[config.mk]
export PLATFORM = sky130hd
export DESIGN_NAME = display_sequencer
export DESIGN_NICKNAME = d
export VERILOG_FILES = /design/src/rtl/display_seq_pkg.sv /design/src/rtl/scan_prescaler.sv /design/src/rtl/display_sequencer.sv
export SDC_FILE = /design/constraint.sdc
export NUM_CORES = 1
export LEC_CHECK = 0
export CORE_MARGIN = 3
export CORE_UTILIZATION = 50
export CTS_CLUSTER_DIAMETER = 200
export DETAILED_ROUTE_END_ITERATION = 10
export PLACE_DENSITY = 0.79
export SLEW_MARGIN = 5
export SYNTH_ARGS = -nofsm -noshare
export SYNTH_HDL_FRONTEND = slang
export SYNTH_SLANG_ARGS = --single-unit
[constraint.sdc]
create_clock -name clk -period 2.35 [get_ports clk]
set_clock_uncertainty 0.1 [all_clocks]
set_input_delay 0.47 -clock clk [delete_from_list [all_inputs] [get_ports clk]]
set_output_delay 0.47 -clock clk [all_outputs]
set_load 0.03 [all_outputs]
[src/rtl/display_seq_pkg.sv]
// Shared types and constants for the parking-lot display sequencer.
package display_seq_pkg;

   typedef enum logic [1:0] {
      OFF   = 2'd0,
      ON    = 2'd1,
      PAY   = 2'd2,
      DELAY = 2'd3
   } disp_state_t;

   localparam int DIGITS = 8;
   localparam int SCAN_W = 3;

   // Counter width for a modulus of v, never narrower than one bit.
   function automatic int clog2_min1(input int v);
      return (v < 2) ? 1 : $clog2(v);
   endfunction

endpackage

[src/rtl/scan_prescaler.sv]
// Digit scan prescaler: divides clk into digit slots and strobes the last
// cycle of digit 7. Held at zero while run is low.
module scan_prescaler
   import display_seq_pkg::*;
#(
   parameter int SCAN_DIV = 50000
) (
   input  logic              clk,
   input  logic              rst,
   input  logic              run,
   output logic [SCAN_W-1:0] scan_cnt,
   output logic              frame_tick
);

   localparam int PRE_W = $clog2(SCAN_DIV);
   localparam logic [PRE_W-1:0]  PRE_LAST  = PRE_W'(SCAN_DIV - 1);
   localparam logic [SCAN_W-1:0] SCAN_LAST = SCAN_W'(DIGITS - 1);

   logic [PRE_W-1:0]  pre_q, pre_d;
   logic [SCAN_W-1:0] scan_q, scan_d;
   logic              pre_wrap;

   assign pre_wrap = (pre_q == PRE_LAST);

   always_comb begin
      pre_d  = pre_q;
      scan_d = scan_q;
      if (!run) begin
         pre_d  = '0;
         scan_d = '0;
      end else if (pre_wrap) begin
         pre_d  = '0;
         scan_d = scan_q + SCAN_W'(1);
      end else begin
         pre_d  = pre_q + PRE_W'(1);
      end
   end

   always_ff @(posedge clk) begin
      if (rst) begin
         pre_q  <= '0;
         scan_q <= '0;
      end else begin
         pre_q  <= pre_d;
         scan_q <= scan_d;
      end
   end

   // Counters sit at zero while idle, so the strobe cannot fire in OFF.
   assign frame_tick = pre_wrap && (scan_q == SCAN_LAST);
   assign scan_cnt   = scan_q;

endmodule

[src/rtl/display_sequencer.sv]
// Power/pay/delay sequencer for the seven-segment display path.
// Optional blink generator enabled by defining DISPLAY_SEQ_FLICKER_EN.
module display_sequencer
   import display_seq_pkg::*;
#(
   parameter int SCAN_DIV     = 50000,
   parameter int FLICKER_DIV  = 8,
   parameter int PAY_FRAMES   = 400,
   parameter int DELAY_FRAMES = 200
) (
   input  logic              clk,
   input  logic              rst,
   input  logic              power_in,
   input  logic              pay_req,
   output logic              power,
   output logic              need_pay,
   output logic              delay,
   output logic              flicker_clk,
   output logic [SCAN_W-1:0] scan_cnt,
   output logic              frame_tick
);

   localparam int TMR_MAX = (PAY_FRAMES > DELAY_FRAMES) ? PAY_FRAMES : DELAY_FRAMES;
   localparam int TMR_W   = clog2_min1(TMR_MAX);
   localparam logic [TMR_W-1:0] PAY_LAST   = TMR_W'(PAY_FRAMES - 1);
   localparam logic [TMR_W-1:0] DELAY_LAST = TMR_W'(DELAY_FRAMES - 1);

   disp_state_t      state_q, state_d;
   logic [TMR_W-1:0] tmr_q, tmr_d;
   logic             power_q, need_pay_q, delay_q;
   logic             run;

   // Dropping power clears the scan counters on the same edge as the FSM.
   assign run = (state_q != OFF) && power_in;

   scan_prescaler #(
      .SCAN_DIV(SCAN_DIV)
   ) u_scan (
      .clk       (clk),
      .rst       (rst),
      .run       (run),
      .scan_cnt  (scan_cnt),
      .frame_tick(frame_tick)
   );

   always_comb begin
      state_d = state_q;
      tmr_d   = tmr_q;
      if (!power_in) begin
         state_d = OFF;
         tmr_d   = '0;
      end else begin
         case (state_q)
            OFF: begin
               state_d = ON;
               tmr_d   = '0;
            end
            ON: begin
               if (pay_req) begin
                  state_d = PAY;
                  tmr_d   = '0;
               end
            end
            PAY: begin
               if (pay_req) begin
                  tmr_d = '0;
               end else if (frame_tick) begin
                  if (tmr_q == PAY_LAST) begin
                     state_d = DELAY;
                     tmr_d   = '0;
                  end else begin
                     tmr_d = tmr_q + TMR_W'(1);
                  end
               end
            end
            DELAY: begin
               if (pay_req) begin
                  state_d = PAY;
                  tmr_d   = '0;
               end else if (frame_tick) begin
                  if (tmr_q == DELAY_LAST) begin
                     state_d = ON;
                     tmr_d   = '0;
                  end else begin
                     tmr_d = tmr_q + TMR_W'(1);
                  end
               end
            end
            default: begin
               state_d = OFF;
               tmr_d   = '0;
            end
         endcase
      end
   end

   // Outputs are registered decodes of the next state.
   always_ff @(posedge clk) begin
      if (rst) begin
         state_q    <= OFF;
         tmr_q      <= '0;
         power_q    <= 1'b0;
         need_pay_q <= 1'b0;
         delay_q    <= 1'b0;
      end else begin
         state_q    <= state_d;
         tmr_q      <= tmr_d;
         power_q    <= (state_d != OFF);
         need_pay_q <= (state_d == PAY);
         delay_q    <= (state_d == DELAY);
      end
   end

   assign power    = power_q;
   assign need_pay = need_pay_q;
   assign delay    = delay_q;

`ifdef DISPLAY_SEQ_FLICKER_EN
   localparam int FL_W = clog2_min1(FLICKER_DIV);
   localparam logic [FL_W-1:0] FL_LAST = FL_W'(FLICKER_DIV - 1);

   logic [FL_W-1:0] fl_cnt_q, fl_cnt_d;
   logic            flick_q, flick_d;
   logic            pay_entry;

   // Entering PAY restarts the blink phase so the first half-period is dark.
   assign pay_entry = (state_d == PAY) && (state_q != PAY);

   always_comb begin
      fl_cnt_d = fl_cnt_q;
      flick_d  = flick_q;
      if (!power_in || (state_q == OFF) || pay_entry) begin
         fl_cnt_d = '0;
         flick_d  = 1'b0;
      end else if (frame_tick) begin
         if (fl_cnt_q == FL_LAST) begin
            fl_cnt_d = '0;
            flick_d  = ~flick_q;
         end else begin
            fl_cnt_d = fl_cnt_q + FL_W'(1);
         end
      end
   end

   always_ff @(posedge clk) begin
      if (rst) begin
         fl_cnt_q <= '0;
         flick_q  <= 1'b0;
      end else begin
         fl_cnt_q <= fl_cnt_d;
         flick_q  <= flick_d;
      end
   end

   assign flicker_clk = flick_q;
`else
   assign flicker_clk = 1'b0;
`endif

endmodule

### Yosys cells after proc, flatten, opt, wreduce, memory -nomap -nowiden

Index checks and enable logic that the tools add are counted.

| storage, ports and cells | value |
|---|---|
| bits in registers | 33 |
| output and inout bits | 8 |
| word-level logic and storage cells | 50 |

| cells by class | value |
|---|---|
| add/sub/neg operators | 3 |
| equality and inequality tests | 12 |
| muxes and demuxes | 17 |
| bitwise operators | 2 |
| reductions and logical operators | 9 |

Operators by type and width:

| operator | number |
|---|---|
| $mux 9 | 7 |
| $pmux 9 s4 | 1 |
| $add 16x1->16 const B | 1 |
| $eq 16x16->1 const B | 1 |
| $mux 2 | 8 |
| $add 9x1->9 const B | 1 |
| $eq 9x8->1 const B | 1 |
| $eq 9x9->1 const B | 1 |
| $eq 2x2->1 const B | 4 |
| $pmux 2 s4 | 1 |
| $ne 3x3->1 const B | 2 |
| $reduce_bool 2->1 | 2 |
| $reduce_or 2->1 | 2 |
| $add 3x1->3 const B | 1 |
| $eq 3x3->1 const B | 1 |
| $reduce_and 3->1 | 1 |
| $reduce_or 3->1 | 1 |
| $eq 2x1->1 const B | 1 |
| $logic_and 1x1->1 | 2 |
| $logic_not 2->1 | 1 |
| $ne 2x2->1 const B | 1 |
| $not 1->1 | 2 |

### Depth between registers and ports, before layout

Gate-level depths: netlist of run 1.

| logic depth | value |
|---|---|
| depth after elaboration | 7 |
| depth in mapped cells | 7 |
| depth with buffers taken out | 6 |

### Modules after synthesis

A second synthesis of run 1 with hierarchy kept.

| unflattened totals | value |
|---|---|
| cells, all modules | 183 |
| area, all modules | 1634.1 um^2 |

By module, submodules not included:

| module | times used | cells each | area each (um^2) |
|---|---|---|---|
| scan_prescaler | 1 | 97 | 857.1 |
| display_sequencer | 1 | 86 | 777.0 |

### Worst setup path before layout of run 1

Ideal clock, no wire load.

| timing path | value |
|---|---|
| kind | register -> output |
| start | register u_scan.scan_q[0] (netlist: u_scan.scan_cnt[0]) |
| end | output port frame_tick |
| data arrival time | 1477 ps |
| data required time | 1780 ps |
| slack | 303 ps |
| cell stages (with the launch flop) | 5 |
| buffers on the path | 0 |
| cells stage by stage | dfxtp_1 > ha_1 > ha_1 > inv_1 > nor2_1 |

| on the way | value |
|---|---|
| cells in the longest elaborated chain, start to end | 2 |

Ends and longest elaborated chain:

| element | line | RTL |
|---|---|---|
| start: declaration | scan_prescaler.sv:20 | `logic [SCAN_W-1:0] scan_q, scan_d;` |
| start signal: assignment | scan_prescaler.sv:45 | `scan_q <= scan_d;` |
| $eq 3x3->1 | scan_prescaler.sv:50 | `assign frame_tick = pre_wrap && (scan_q == SCAN_LAST);` |
| $logic_and 1x1->1 | scan_prescaler.sv:50 |  |
| end: declaration | display_sequencer.sv:20 | `output logic frame_tick` |

No other way between the ends.

### Worst setup path in the final report of run 1

| timing path | value |
|---|---|
| start | register u_scan.pre_q[0] |
| end | output port frame_tick |

| on the way | value |
|---|---|
| cells in the longest elaborated chain, start to end | 2 |

Ends and longest elaborated chain:

| element | line | RTL |
|---|---|---|
| start: declaration | scan_prescaler.sv:19 | `logic [PRE_W-1:0] pre_q, pre_d;` |
| start signal: assignment | scan_prescaler.sv:44 | `pre_q <= pre_d;` |
| $eq 16x16->1 | scan_prescaler.sv:23 | `assign pre_wrap = (pre_q == PRE_LAST);` |
| $logic_and 1x1->1 | scan_prescaler.sv:50 |  |

No other way between the ends.

==> impl_metrics.tcl, run 1 <==
set metrics [dict create \
    hold_viol 0 \
    power_density_nw_per_um2 493 \
    die_y_um 62.0 \
    drcViolationCount 0 \
    path_buf_inv 1 \
    grt_start_max_net_pins 16 \
    synth_area_leader_cell "dfxtp_1" \
    wl_per_cell_um 12.7 \
    period_needed_ps 2190 \
    post-cts-setup-buffers 0 \
    h-tree-depth 2 \
    cts.clk_slew.worst_paths_ps 90 \
    synthXorXnorAreaFrac_pct 8.37 \
    switching_share_pct 22.1 \
    path_cells "ha_1, and3_4, nand4_2, nor2_2, buf_4" \
    synth_fa_ha_area_share_pct 3.19 \
    wl_met1_mm 1.29 \
    gp_congestion 0.834 \
    synth_top_family_by_area "simple AND/OR/NAND/NOR gates" \
    critPathMaxFanout 7 \
    postCtsHoldBufs 0 \
    fmax_ghz 0.457 \
    comb_power_share_pct 3.6 \
    async_flop_share_pct 0 \
    start_kind "register" \
    first_global_vias 1164 \
    numCtsBuffers 5 \
    synth_top_area_share_pct 42.1 \
    cp.required_ps 1780 \
    setup_viol 0 \
    cts-root-buf "clkbuf_4" \
    syn-cell-area_um2 1570 \
    firstDrtPassIters 4 \
    drv_cap 0 \
    synth_compound_area_share_pct 11.3 \
    fin_crit_sh_pct 93.1 \
    clkPwrFrac_pct 31.6 \
    die_w_um 62.0 \
    hold_depth 1 \
    row_count 19 \
    vias_per_cell 5.48 \
    grt.total_usage_pct 17.6 \
    crit_type "register to output pin" \
    place_hpwl_mm 2.26 \
    synth_most_common_cell "dfxtp_1" \
    synthMuxAreaShare_pct 0.717 \
    cpPeakStageDelay_ps 370 \
    first_iter_violations 72 \
    top_layer_used "met4" \
    finalWorstSetupSlack_ps 162 \
    cts.path.max_buffers 2 \
    cts_tree "done" \
    ys_seq_area_share_pct 42.1 \
    dominantRegCellSynth "dfxtp_1" \
    slowest_stage "dfxtp_1" \
    end_kind "output pin" \
    finalMaxSlewViolations 0 \
    ys_ff_latch 33 \
    antenna_found_initial 0 \
    met3_length_um 156 \
    clkLatencyLatePin_ps 330 \
    synthTopCellsByArea "dfxtp_1 (42%), nor2_1 (6.9%), xor2_1 (4.5%)" \
    ant_nets 0 \
    numPortBuffers 10 \
    vias 1276 \
    seqPwrFrac_pct 64.8 \
    outcome "completed" \
    reg2reg_depth 6 \
    synth-simple-area-share_pct 31.1 \
    worstSetupPathDepth 5 \
    syn_to_final_growth_pct 12.6 \
    syn_nets 184 \
    die-area_um2 3850 \
    p_switching_mw 0.193 \
    crit_arrival_ps 1620 \
    final.setup.tns_ps 0 \
    dp_slack_ps 130 \
    dr_wl_met2_mm 1.46 \
    yosysUniqueCellTypes 40 \
    avgSynthCellArea_um2 8.92 \
    grt-ovfl-total 0 \
    final_cell_count_no_fill 233 \
    coreArea_um2 2880 \
    cp_top_family "simple AND/OR/NAND/NOR gates" \
    ys_warn_count 0 \
    start_util_pct 54.6 \
    dp_cells 227 \
    wirelength_mm 2.96 \
    layout-drive-gt1-share_pct 11.0 \
    grt_first_pass_wirelength_mm 4.87 \
    ios 12 \
    hold_path_class "register to register" \
    synth_cells 176 \
    diodes 0 \
    irDropWorstVdd_mv 0.361 \
    internal_power_mw 0.679 \
    cts_num_sinks 33 \
    synth_commonest_cells "dfxtp_1 (33), nor2_1 (29), nand2_1 (13)" \
    power_leakage_nw 0.621 \
    rsz0062_at_grt "false" \
    synth_edf_count 0 \
    nets 200 \
]
==> sequential cells by signal, indices dropped and copies added (netlist names) <==
signal	flops
power	1
u_scan.pre_q	16
delay	1
tmr_q	9
u_scan.scan_cnt	3
state_q	2
need_pay	1
==> final timing paths <==
path              slack, ps         endpoint       startpoint
setup / recovery        160       frame_tick  u_scan.pre_q[0]
hold / removal          360  u_scan.pre_q[0]  u_scan.pre_q[0]
setup reg to reg        380         tmr_q[5]         tmr_q[0]
hold reg to reg         360  u_scan.pre_q[0]  u_scan.pre_q[0]
==> layer usage <==
metal  vias up  global-route usage, %
li1        644                      -
met3         5                   6.40
met4         0                   8.79
met1       598                   18.6
met5         -                      0
met2        29                   30.6
==> area by class of cell <==
cell class / count / area, µm²
clock buffer: 5 / 37.5
clock inverter: 1 / 5.00
fill: 254 / 1110
inverter: 8 / 30.0
multi-input combinational: 132 / 870
sequential: 33 / 661
tap: 42 / 52.6
timing repair buffer: 12 / 113
==> logic make-up (layout without fill, tap and decap cells) <==
family / after synthesis / count (layout)
AOI/OAI and AO/OA: 26 / 26
xor gates and xnor gates: 15 / 15
adders and majority gates: 4 / 4
buffers and inverters: 11 / 26
DFF: 33 / 33
muxes: 1 / 1
other: 1 / 1
and+or+nand+nor: 85 / 85
==> layout by cell type, fill, tap and decap left out, types with 2 or more instances in the layout <==
master and count:
xnor2_1 7, and2_1 2, nand2_1 13, a21oi_1 7, ha_1 4, o21ai_0 7, and4bb_2 2, clkdlybuf4s50_1 9
o21ai_1 3, dfxtp_1 33, and3_1 3, nand4_1 5, clkbuf_4 5, buf_4 3, nand2b_1 2, inv_1 8
xor2_1 8, nand3_1 9, nor3_1 5, a22o_1 2, nand4bb_1 2, a21o_1 2, nand3b_1 2, nor2_1 28
==> through the flow <==
stage	total power, mW	hold WS, ps	utilization, %	cell area (µm²)
after floorplan	0.598	326	-	1570
after global placement	0.609	337	59.7	1720
after detailed placement	0.610	353	59.7	1720
after CTS	0.880	373	61.2	1760
after global routing	0.911	395	61.5	1770
final	0.872	364	61.5	1770
==> power groups by stage <==
| stage | clock network [mW] | logic [mW] | registers, mW |
|---|---|---|---|
| finish | 0.276 | 0.0312 | 0.565 |
| global route | 0.310 | 0.0347 | 0.566 |
| global placement | 0 | 0.0306 | 0.578 |
| detailed placement | 0 | 0.0313 | 0.579 |
| CTS | 0.283 | 0.0315 | 0.565 |
| floorplan | 0 | 0.0171 | 0.580 |
==> timing repair <==
item	4_1_cts	5_1_grt
resized for setup	1	2
gates cloned	0	0
setup endpoints to repair	1	1
(Power assumes the default switching activity.)
==> run 2: changes to the inputs <==
ABC_AREA = 1   (was default)
PLACE_DENSITY = 0.78   (was 0.79)
==> run 2 against run 1 <==
  * Non-clock buffer count decreased by 1
  * Synthesized cell count increased by 43%
  * Sequential share of layout area decreased by 4.6 points
  * Routed wire length increased by 16%
  * Maximum frequency decreased by 0.15%
  * Clock power increased by 18%
  * Area after synthesis increased by 16%
  * Final cell count increased by 34%
  * Combinational power increased by 70%
  * Critical path depth increased by 1
  * Sequential power about the same
  * Largest power group unchanged
  * Critical endpoint unchanged
  * Die area increased by 14%
==> impl_metrics.tcl, run 2 <==
set metrics [dict create \
    ys_ff_latch 33 \
    dp_slack_ps 244 \
    firstDrtPassIters 4 \
    yosysUniqueCellTypes 32 \
    hold-worst-slack_ps 353 \
    largest_register_ffs 16 \
    first_iter_violations 91 \
    crit_type "register to output pin" \
    power_density_nw_per_um2 469 \
    setup_viol 0 \
    gp_congestion 0.885 \
    coreArea_um2 3420 \
    outcome "completed" \
    numCtsBuffers 5 \
    vias_per_cell 4.96 \
    start_kind "register" \
    syn_to_final_growth_pct 10.7 \
    die_y_um 66.4 \
    syn_nets 260 \
    layout-drive-gt1-share_pct 15.7 \
    wirelength_mm 3.45 \
    diodes 0 \
    vias 1553 \
    layout_common_cells "nand2_1 (52), nor2_1 (45), dfxtp_1 (33)" \
    synth_most_common_cell "nand2_1" \
    final.setup.tns_ps 0 \
    critPathMaxFanout 6 \
    fin_crit_sh_pct 93.3 \
    synthTopCellsByArea "dfxtp_1 (36%), nand2_1 (11%), nor2_1 (9.3%)" \
    first_global_vias 1430 \
    path_cells "ha_1, nand3_2, nor2_4, nand2_4, nor2_4, buf_4" \
    finalWorstSetupSlack_ps 159 \
    synth_cells 252 \
    path_common_cell "nor2_4" \
    start_util_pct 53.3 \
    die_w_um 66.4 \
    cts_tree "done" \
    slowest_stage "dfxtp_1" \
    h-tree-depth 2 \
    ios 12 \
    cts-root-buf "clkbuf_4" \
    drcViolationCount 0 \
    hold_viol 0 \
    ys_warn_count 0 \
    regMostFlops "u_scan.pre_q" \
    rsz0062_at_grt "false" \
    end_kind "output pin" \
    final_common_cell "nand2_1" \
    die-area_um2 4400 \
    synth_top_area_share_pct 36.3 \
    cpPeakStageDelay_ps 360 \
    nets 275 \
    cts.path.max_buffers 2 \
    period_needed_ps 2190 \
    dominantRegCellSynth "dfxtp_1" \
    irDropWorstVdd_mv 0.238 \
    power_leakage_nw 0.748 \
    place_hpwl_mm 2.60 \
    numPortBuffers 10 \
    crit_arrival_ps 1620 \
    async_flop_share_pct 0 \
    clkLatencyLatePin_ps 340 \
    synth_area_leader_cell "dfxtp_1" \
    synth_edf_count 0 \
    drv_cap 0 \
    synth_commonest_cells "nand2_1 (52), nor2_1 (45), dfxtp_1 (33)" \
    grt.total_usage_pct 17.8 \
    grt-ovfl-total 0 \
    ys_seq_area_share_pct 36.3 \
    fmax_ghz 0.456 \
    cp.required_ps 1780 \
    avgSynthCellArea_um2 7.23 \
    syn-cell-area_um2 1820 \
    grt_start_max_net_pins 17 \
    row_count 21 \
    hold_path_class "register to register" \
    grt_first_pass_wirelength_mm 6.05 \
    cts.clk_slew.worst_paths_ps 90 \
    cts_num_sinks 33 \
    antenna_found_initial 0 \
    ant_nets 0 \
    finalMaxSlewViolations 0 \
    wl_per_cell_um 11.0 \
]
run 2: cell count changes in the layout (fill, tap and decap cells not counted), sizes merged, moves of 8 or more:
cell / previous run / this run
nand2: 13 / 57
a21oi: 7 / 16
inv: 8 / 29
nor3: 5 / 13
nor2: 29 / 54
nand3: 9 / 20
run 2: timing repair:
item / in CTS / in global routing
endpoints found under the setup margin: 0 / 1
buffers inserted: 0 / 0
gates resized for setup: 0 / 1
hold buffers: 0 / 0
run 2: routing by layer:
| metal | GRT usage (%) | vias up | part of all wire (%) |
|---|---|---|---|
| met5 | 0 | - | 0 |
| met2 | 27.9 | 30 | 46 |
| met4 | 7.61 | 0 | 2.6 |
| li1 | - | 839 | - |
| met1 | 22.0 | 675 | 47 |
| met3 | 5.95 | 9 | 4.4 |
run 2: layout make-up:
class	count	area, µm²
Clock buffer	7	55.1
Multi-Input combinational cell	186	1020
Fill cell	326	1400
Tap cell	46	57.6
Inverter	30	114
Sequential cell	33	661
Timing Repair Buffer	11	105
run 2: logic make-up after synthesis:
family | Yosys count | share of synthesized area, %
simple gates | 154 | 43.5
flops | 33 | 36.3
fa+ha+maj | 4 | 2.75
other cells | 1 | 0.206
buf+inv | 33 | 7.76
compound gates | 21 | 6.59
xor+xnor | 6 | 2.88
run 2: where the power goes:
part / total (mW) / internal, mW / switching [mW]
Sequential: 0.566 / 0.563 / 0.00326
Clock: 0.327 / 0.141 / 0.186
Combinational: 0.0530 / 0.0187 / 0.0344
run 2: worst paths after layout:
| kind | cells after the start | slack [ps] | start | end |
|---|---|---|---|---|
| setup / recovery | 6 | 160 | u_scan.pre_q[0] | frame_tick |
| hold / removal | 1 | 350 | u_scan.pre_q[0] | u_scan.pre_q[0] |
| setup reg to reg | 8 | 600 | u_scan.pre_q[0] | u_scan.pre_q[12] |
| hold reg to reg | 1 | 350 | u_scan.pre_q[0] | u_scan.pre_q[0] |
run 2: per-stage QoR:
| stage | utilization [%] | power [mW] | instances | instance area (µm²) |
|---|---|---|---|---|
| final | 59.0 | 0.946 | 313 | 2020 |
| after global routing | 59.0 | 0.987 | 313 | 2020 |
| after CTS | 58.9 | 0.955 | 313 | 2010 |
| after detailed placement | 57.3 | 0.633 | 306 | 1960 |
| after global placement | 57.3 | 0.632 | 306 | 1960 |
| after floorplan | - | 0.619 | 252 | 1820 |
run 2: worst max-delay path, delay by kind of cell, from the launching register on:
kind / cells / cell delay [ps]
and+or+nand+nor: 4 / 550
adders and majority gates: 1 / 210
buffers and inverters: 1 / 160
DFF: 1 / 360
==> run 3: changes to the inputs <==
PLACE_DENSITY = default   (was 0.78)
PLACE_DENSITY_LB_ADDON = 0.05   (was default)
==> run 3 against run 2 <==
  * Final area is 0.31% lower
  * Global-route usage grew 0.25 points
  * Core utilization down 0.18 points
  * Routed wire length down 0.55%
  * Sequential share of layout area up 0.10 points
  * Sequential cell count unchanged
  * First-iteration DRC count decreased by 16%
  * Register-to-register slack hardly changed
  * Hold slack improved by 22 ps
  * Critical path type unchanged
  * Largest power group unchanged
==> impl_metrics.tcl, run 3 (same netlist as run 2, synthesis figures left out) <==
set metrics [dict create \
    outcome "completed" \
    reg2reg_from "u_scan.pre_q[0]" \
    largest_register_ffs 16 \
    reg2reg_depth 10 \
    hold_path_class "register to register" \
    ctsResizeCount 0 \
    irDropWorstVdd_mv 0.325 \
    die_w_um 66.4 \
    path_cells "ha_1, nand3_2, nor2_4, nand2_4, nor2_4, buf_4" \
    rsz0062_at_grt "false" \
    cts-root-buf "clkbuf_4" \
    hold-worst-slack_ps 375 \
    gp_congestion 0.856 \
    slowest_stage "dfxtp_1" \
    cts.path.max_buffers 2 \
    worstSetupPathDepth 6 \
    drv_cap 0 \
    ant_nets 0 \
    wl_per_cell_um 10.9 \
    cts.clk_slew.worst_paths_ps 90 \
    crit_arrival_ps 1630 \
    grt_start_max_net_pins 17 \
    reg2reg_to "need_pay" \
    layout-drive-gt1-share_pct 15.3 \
    crit_start "u_scan.pre_q[0]" \
    antenna_found_initial 0 \
    h-tree-depth 2 \
    power_leakage_nw 0.743 \
    vias 1555 \
    cts_tree "done" \
    fin_total_pwr_mw 0.923 \
    endpoint "frame_tick" \
    finalMaxSlewViolations 0 \
    syn_to_final_growth_pct 10.4 \
    grt_first_pass_wirelength_mm 6.12 \
    layout_common_cells "nand2_1 (52), nor2_1 (45), dfxtp_1 (33)" \
    firstDrtPassIters 4 \
    first_global_vias 1430 \
    end_kind "output pin" \
    critPathMaxFanout 6 \
    cts_num_sinks 33 \
    crit_type "register to output pin" \
    worstHoldStart "u_scan.pre_q[0]" \
    path_buf_inv 1 \
    first_iter_violations 76 \
    start_kind "register" \
    start_util_pct 53.3 \
    final_common_cell "nand2_1" \
    vias_per_cell 4.95 \
    numCtsBuffers 5 \
    final.setup.tns_ps 0 \
    row_count 21 \
    cp_top_family "simple AND/OR/NAND/NOR gates" \
    cp.required_ps 1780 \
    grt-ovfl-total 0 \
    wirelength_mm 3.43 \
    ios 12 \
    nets 275 \
    power_density_nw_per_um2 459 \
    die_y_um 66.4 \
    diodes 0 \
    fmax_ghz 0.455 \
    coreArea_um2 3420 \
    period_needed_ps 2200 \
    post-cts-setup-buffers 0 \
    postCtsHoldBufs 0 \
    setup_viol 0 \
    die-area_um2 4400 \
    hold_viol 0 \
    numPortBuffers 10 \
    place_hpwl_mm 2.54 \
    clkLatencyLatePin_ps 330 \
    fin_crit_sh_pct 93.5 \
    path_common_cell "nor2_4" \
    drcViolationCount 0 \
    rrSetupSlack_ps 610 \
    cpPeakStageDelay_ps 370 \
    regMostFlops "u_scan.pre_q" \
    grt.total_usage_pct 18.0 \
]
## run 3: cell types whose count changed in the layout (fill, tap and decap cells not counted), sizes merged
cell    change
clkbuf      +1
## run 3: area by class of cell
class / count / area, µm²
fillers: 343 / 1410
multi-input cells: 186 / 1020
flip-flops and latches: 33 / 661
inverters: 30 / 114
repair buffers: 11 / 105
well taps: 46 / 57.6
clock buffers: 8 / 48.8
## run 3: worst register-to-register path, cell delays in order (launching register included)
cell	delay [ps]
dfxtp_1	370
ha_1	210
nand3_2	160
inv_2	90
nand3_1	60
nor2_1	270
nand3_1	110
nand2_1	70
nand2_1	40
nand2_1	100
nor2_1	50
## run 3: per-layer routing
metal	global-route usage, %	up-vias	share of wire [%]
met5	0	-	0
met4	9.90	0	2.8
met3	4.93	11	3.8
met2	27.6	27	46
met1	22.6	677	48
li1	-	840	-
## run 3: how the worst min path moves through the flow
stage / end / slack (ps) / cells past startpoint
2_1_floorplan: u_scan.pre_q[0] / 320 / 1
3_3_place_gp: u_scan.pre_q[0] / 340 / 1
3_5_place_dp: u_scan.pre_q[0] / 360 / 1
4_1_cts: u_scan.pre_q[0] / 380 / 1
5_1_grt: u_scan.pre_q[0] / 400 / 1
6_report: u_scan.pre_q[0] / 380 / 1
## run 3: power by group
group | switching (mW) | internal (mW)
logic | 0.0340 | 0.0187
clock network | 0.186 | 0.119
registers | 0.00318 | 0.563
total | 0.223 | 0.701
## run 3: stage by stage
step | cells | util (%) | setup WS (ps) | area, µm²
2_1_floorplan | 252 | - | 543 | 1820
3_5_place_dp | 306 | 57.3 | 264 | 1960
4_1_cts | 314 | 58.7 | 57.4 | 2010
5_1_grt | 314 | 58.9 | 19.2 | 2010
6_report | 314 | 58.9 | 154 | 2010
3_3_place_gp | 306 | 57.3 | 296 | 1960
==> RTL edit 1, RTL diff (config.mk and constraints of run 2) <==
Remove the register `need_pay_q`: a continuous assignment takes its place, so the output `need_pay` follows one clock earlier.
--- a/src/rtl/display_sequencer.sv
+++ b/src/rtl/display_sequencer.sv
@@ -101,5 +101,4 @@
          tmr_q      <= '0;
          power_q    <= 1'b0;
-         need_pay_q <= 1'b0;
          delay_q    <= 1'b0;
       end else begin
@@ -107,8 +106,9 @@
          tmr_q      <= tmr_d;
          power_q    <= (state_d != OFF);
-         need_pay_q <= (state_d == PAY);
          delay_q    <= (state_d == DELAY);
       end
    end
+
+   assign need_pay_q = (state_d == PAY);
 
    assign power    = power_q;
Formal check against the unedited RTL: not equivalent (Yosys sat finds a counterexample within 4 cycles, from zero or initial values and one cycle with rst high).
==> RTL edit 1 against run 2 <==
Global-route usage up 1.0 points. Total power up 21%. Register-to-register slack gained 50 ps. Design area is 11% higher. Sequential cell count is 1 lower. Area after synthesis rose by 3.0%. Setup slack lost 62 ps. First-iteration DRC count is 7.7% higher. Wire length up 14%. Largest cell class unchanged. Largest power group unchanged.
==> RTL edit 1: results (changes against run 2) <==
* Result of the run: finished, final reports clean
* IR drop worst, VDD at 333.9 uV (+40%)
* Met3 usage in global routing at 4.160% (-1.8 points)
* Layout cells sized above 1 at 22.90% (+7.2 points)
* Nets at 304 (+11%)
* CORE AREA at 3468 um^2 (+1.5%)
* Seq area share at 29.22% (-3.5 points)
* M1 WL at 1847 um (+14%)
* Routed met3 length at 210 um (+40%)
* Clk power at 527 uW (+61%)
* Seq Cell Count at 32 (-3.0%)
* Vias in the first global route at 1551 (+8.5%)
* Multi-input gate share of total cell area at 49.05% (-1.8 points)
* Clock root buffer: clkbuf_8
* M1 GR Usage at 23.53% (+1.5 points)
* Synth top area cells: dfxtp_1 34%, nand2_1 10%, inv_1 9.2%
* Routability cong. at 0.8957 (+1.2%)
* Static Leak at 0.0008955 uW (+20%)
* DR iter-0 viols at 98 (+7.7%)
* Worst Reg-to-Reg Cells at 9 (+1)
* Via count at 1748 (+13%)
* Sequential area share after synthesis at 34.13% (-2.1 points)
* Non-clk buf share at 5.754% (+0.54 points)
* Worst R2R End: tmr_q[6]
* # fillers at 302 (-7.4%)
* Worst R2R Setup Slack at 650 ps (+50 ps)
* Clock buffers at 5 (-2)
* Post-placement cell count at 333 (+8.8%)
* Clk_lat worst skew at 280 ps (-60 ps)
* Metal2 WL at 1803 um (+14%)
* P_comb at 64.5 uW (+22%)
* Post-synth top cells: 51 x nand2_1, 46 x inv_1, 41 x nor2_1, 32 x dfxtp_1, 24 x nand3_1
* DP Worst Slack at 145.6 ps (-98.68 ps)
* Yosys top cell area share at 34.13% (-2.1 points)
* Worst-path fanout max at 5 (-1)
* Vias per cell at 5.096 (+2.7%)
* WP data arrival at 1680 ps (+60 ps)
* Clock buf/inv share at 4.972% (+2.2 points)
* Pin count of the biggest net entering global routing at 15 (-2)
* Synthesized instance count at 278 (+10%)
* HPWL Detailed at 2783 um (+7.0%)
* Library cells used by synthesis at 31 (-3.1%)
* Final Cycle Share at 95.91% (+2.7 points)
* Non-clk invs at 50 (+67%)
* Layout buffer count excluding clock buffers at 14 (+3)
* Global-route wire length before repair at 6458 um (+6.7%)
* Drt wl/cell at 11.45 um (+4.0%)
* Syn nets at 286 (+10%)
* Final core utilization at 64.57% (+5.5 points)
* Sw frac at 22.80% (-0.81 points)
* PostCTS Resize Cnt at 6 (+6)
## RTL edit 1: changes by cell type in the layout (fill, tap and decap cells not counted), sizes merged, moves of 2 or more
cell           run 2  this run
inv               29        49
o21ai              3        10
nor3              13         8
buf                2         6
nand3             20        24
nor2              54        50
nand2             57        60
clkbuf             7         5
## RTL edit 1: logic make-up (layout without fill, tap and decap cells)
group           Yosys count  count (layout)  synth area share (%)
compound gates           28              28                 8.801
xor+xnor                  7               7                 3.267
fa+ha+maj                 4               4                 2.667
buf+inv                  53              72                 12.13
flops                    32              32                 34.13
other cells               1               1                0.1998
simple gates            153             153                 38.80
## RTL edit 1: worst max-delay path by stage
stage	startpoint	to	depth (start not counted)
6_report	u_scan.pre_q[12]	need_pay	10
5_1_grt	u_scan.pre_q[14]	need_pay	11
4_1_cts	u_scan.pre_q[1]	need_pay	10
3_5_place_dp	pay_req	need_pay	8
3_3_place_gp	pay_req	need_pay	8
2_1_floorplan	u_scan.scan_cnt[0]	need_pay	8
==> RTL edit 2, RTL diff (flow settings as in run 2) <==
Without the edit above. The package constant `SCAN_W` goes from 3 to 6.
--- a/src/rtl/display_seq_pkg.sv
+++ b/src/rtl/display_seq_pkg.sv
@@ -10,5 +10,5 @@
 
    localparam int DIGITS = 8;
-   localparam int SCAN_W = 3;
+   localparam int SCAN_W = 6;
 
    // Counter width for a modulus of v, never narrower than one bit.
Interface: changed (resized scan_cnt); port bits go from 12 to 15. The function was not compared with the original's and may differ.
==> RTL edit 2 against run 2 <==
Hold slack improved by 1.1 ps. Via count increased by 16%. Total power grew 20%. Design area is 14% higher. Wire length is 18% higher. Area after synthesis up 13%. Sequential power up 9.5%. Sequential share of layout area shrank 1.5 points. Sequential cell count rose by 3. Critical path depth did not move. Setup slack lost 16 ps.
==> RTL edit 2: results (changes against run 2) <==
* Post-Synth Adder-Cell Area at 1.830% (-0.92 points)
* Routed met3 length at 232 um (+55%)
* Metal2 WL at 1663 um (+5.1%)
* CORE AREA at 3799 um^2 (+11%)
* Worst-path fanout max at 5 (-1)
* Multi-input gate share of total cell area at 49.05% (-1.8 points)
* Result of the run: finished, final reports clean
* M1 GR Usage at 25.44% (+3.4 points)
* DP Worst Slack at 193.7 ps (-50.54 ps)
* M2 GR Usage at 25.50% (-2.4 points)
* Drt wl/cell at 11.36 um (+3.3%)
* Met3 usage in global routing at 4.892% (-1.1 points)
* Global-route wire length before repair at 7189 um (+19%)
* Post-synthesis xor/xnor area fraction at 2.990% (+0.11 points)
* Layout buffer count excluding clock buffers at 15 (+4)
* Seq area share at 31.25% (-1.5 points)
* IR drop worst, VDD at 250.6 uV (+5.3%)
* Clock buffers at 6 (-1)
* Post-placement cell count at 351 (+15%)
* Avg Synthesized Cell Area at 6.999 um^2 (-3.2%)
* DP Area at 2211 um^2 (+13%)
* Post-synth top cells: 64 x nand2_1, 46 x nor2_1, 37 x inv_1, 36 x dfxtp_1, 24 x nand3_1
* Clock slew at reported path FFs at 70 ps (-20 ps)
* Port bufs at 13 (+3)
* Non-clk invs at 42 (+40%)
* WP data arrival at 1640 ps (+20 ps)
* Sequential area share after synthesis at 35.14% (-1.1 points)
* Non-clk buf share at 6.186% (+0.97 points)
* # fillers at 365 (+12%)
* Synth Area in Compound Gates at 6.894% (+0.30 points)
* Library cells used by synthesis at 38 (+19%)
* DR iter-0 viols at 125 (+37%)
* Routability cong. at 0.9009 (+1.8%)
* Clock root buffer: clkbuf_8
* HPWL Detailed at 3079 um (+18%)
* Layout cells sized above 1 at 15.11% (-0.62 points)
* M1 WL at 2109 um (+30%)
* Delay of the slowest cell on the worst path at 420 ps (+60 ps)
RTL edit 2: path summary, 6_finish.rpt:
kind / end / slack (ps) / depth (start not counted)
setup / recovery: frame_tick / 140 / 6
hold / removal: u_scan.pre_q[0] / 350 / 1
setup reg to reg: tmr_q[2] / 500 / 10
hold reg to reg: u_scan.pre_q[0] / 350 / 1
RTL edit 2: cells by family after synthesis:
logic type	count (synthesis)
flip-flops	36
XOR/XNOR	7
AO/OA/AOI/OAI	22
other	1
AND/OR/NAND/NOR	177
adder cells (fa/ha/maj)	3
buffers and inverters	47
RTL edit 2: power by group through the flow:
stage                     clock, uW  sequential, uW  combinational (uW)
final                           452             620                66.2
after global routing            501             620                73.3
after CTS                       471             620                66.3
after detailed placement          0             634                66.1
after global placement            0             634                66.1
after floorplan                   0             636                48.0
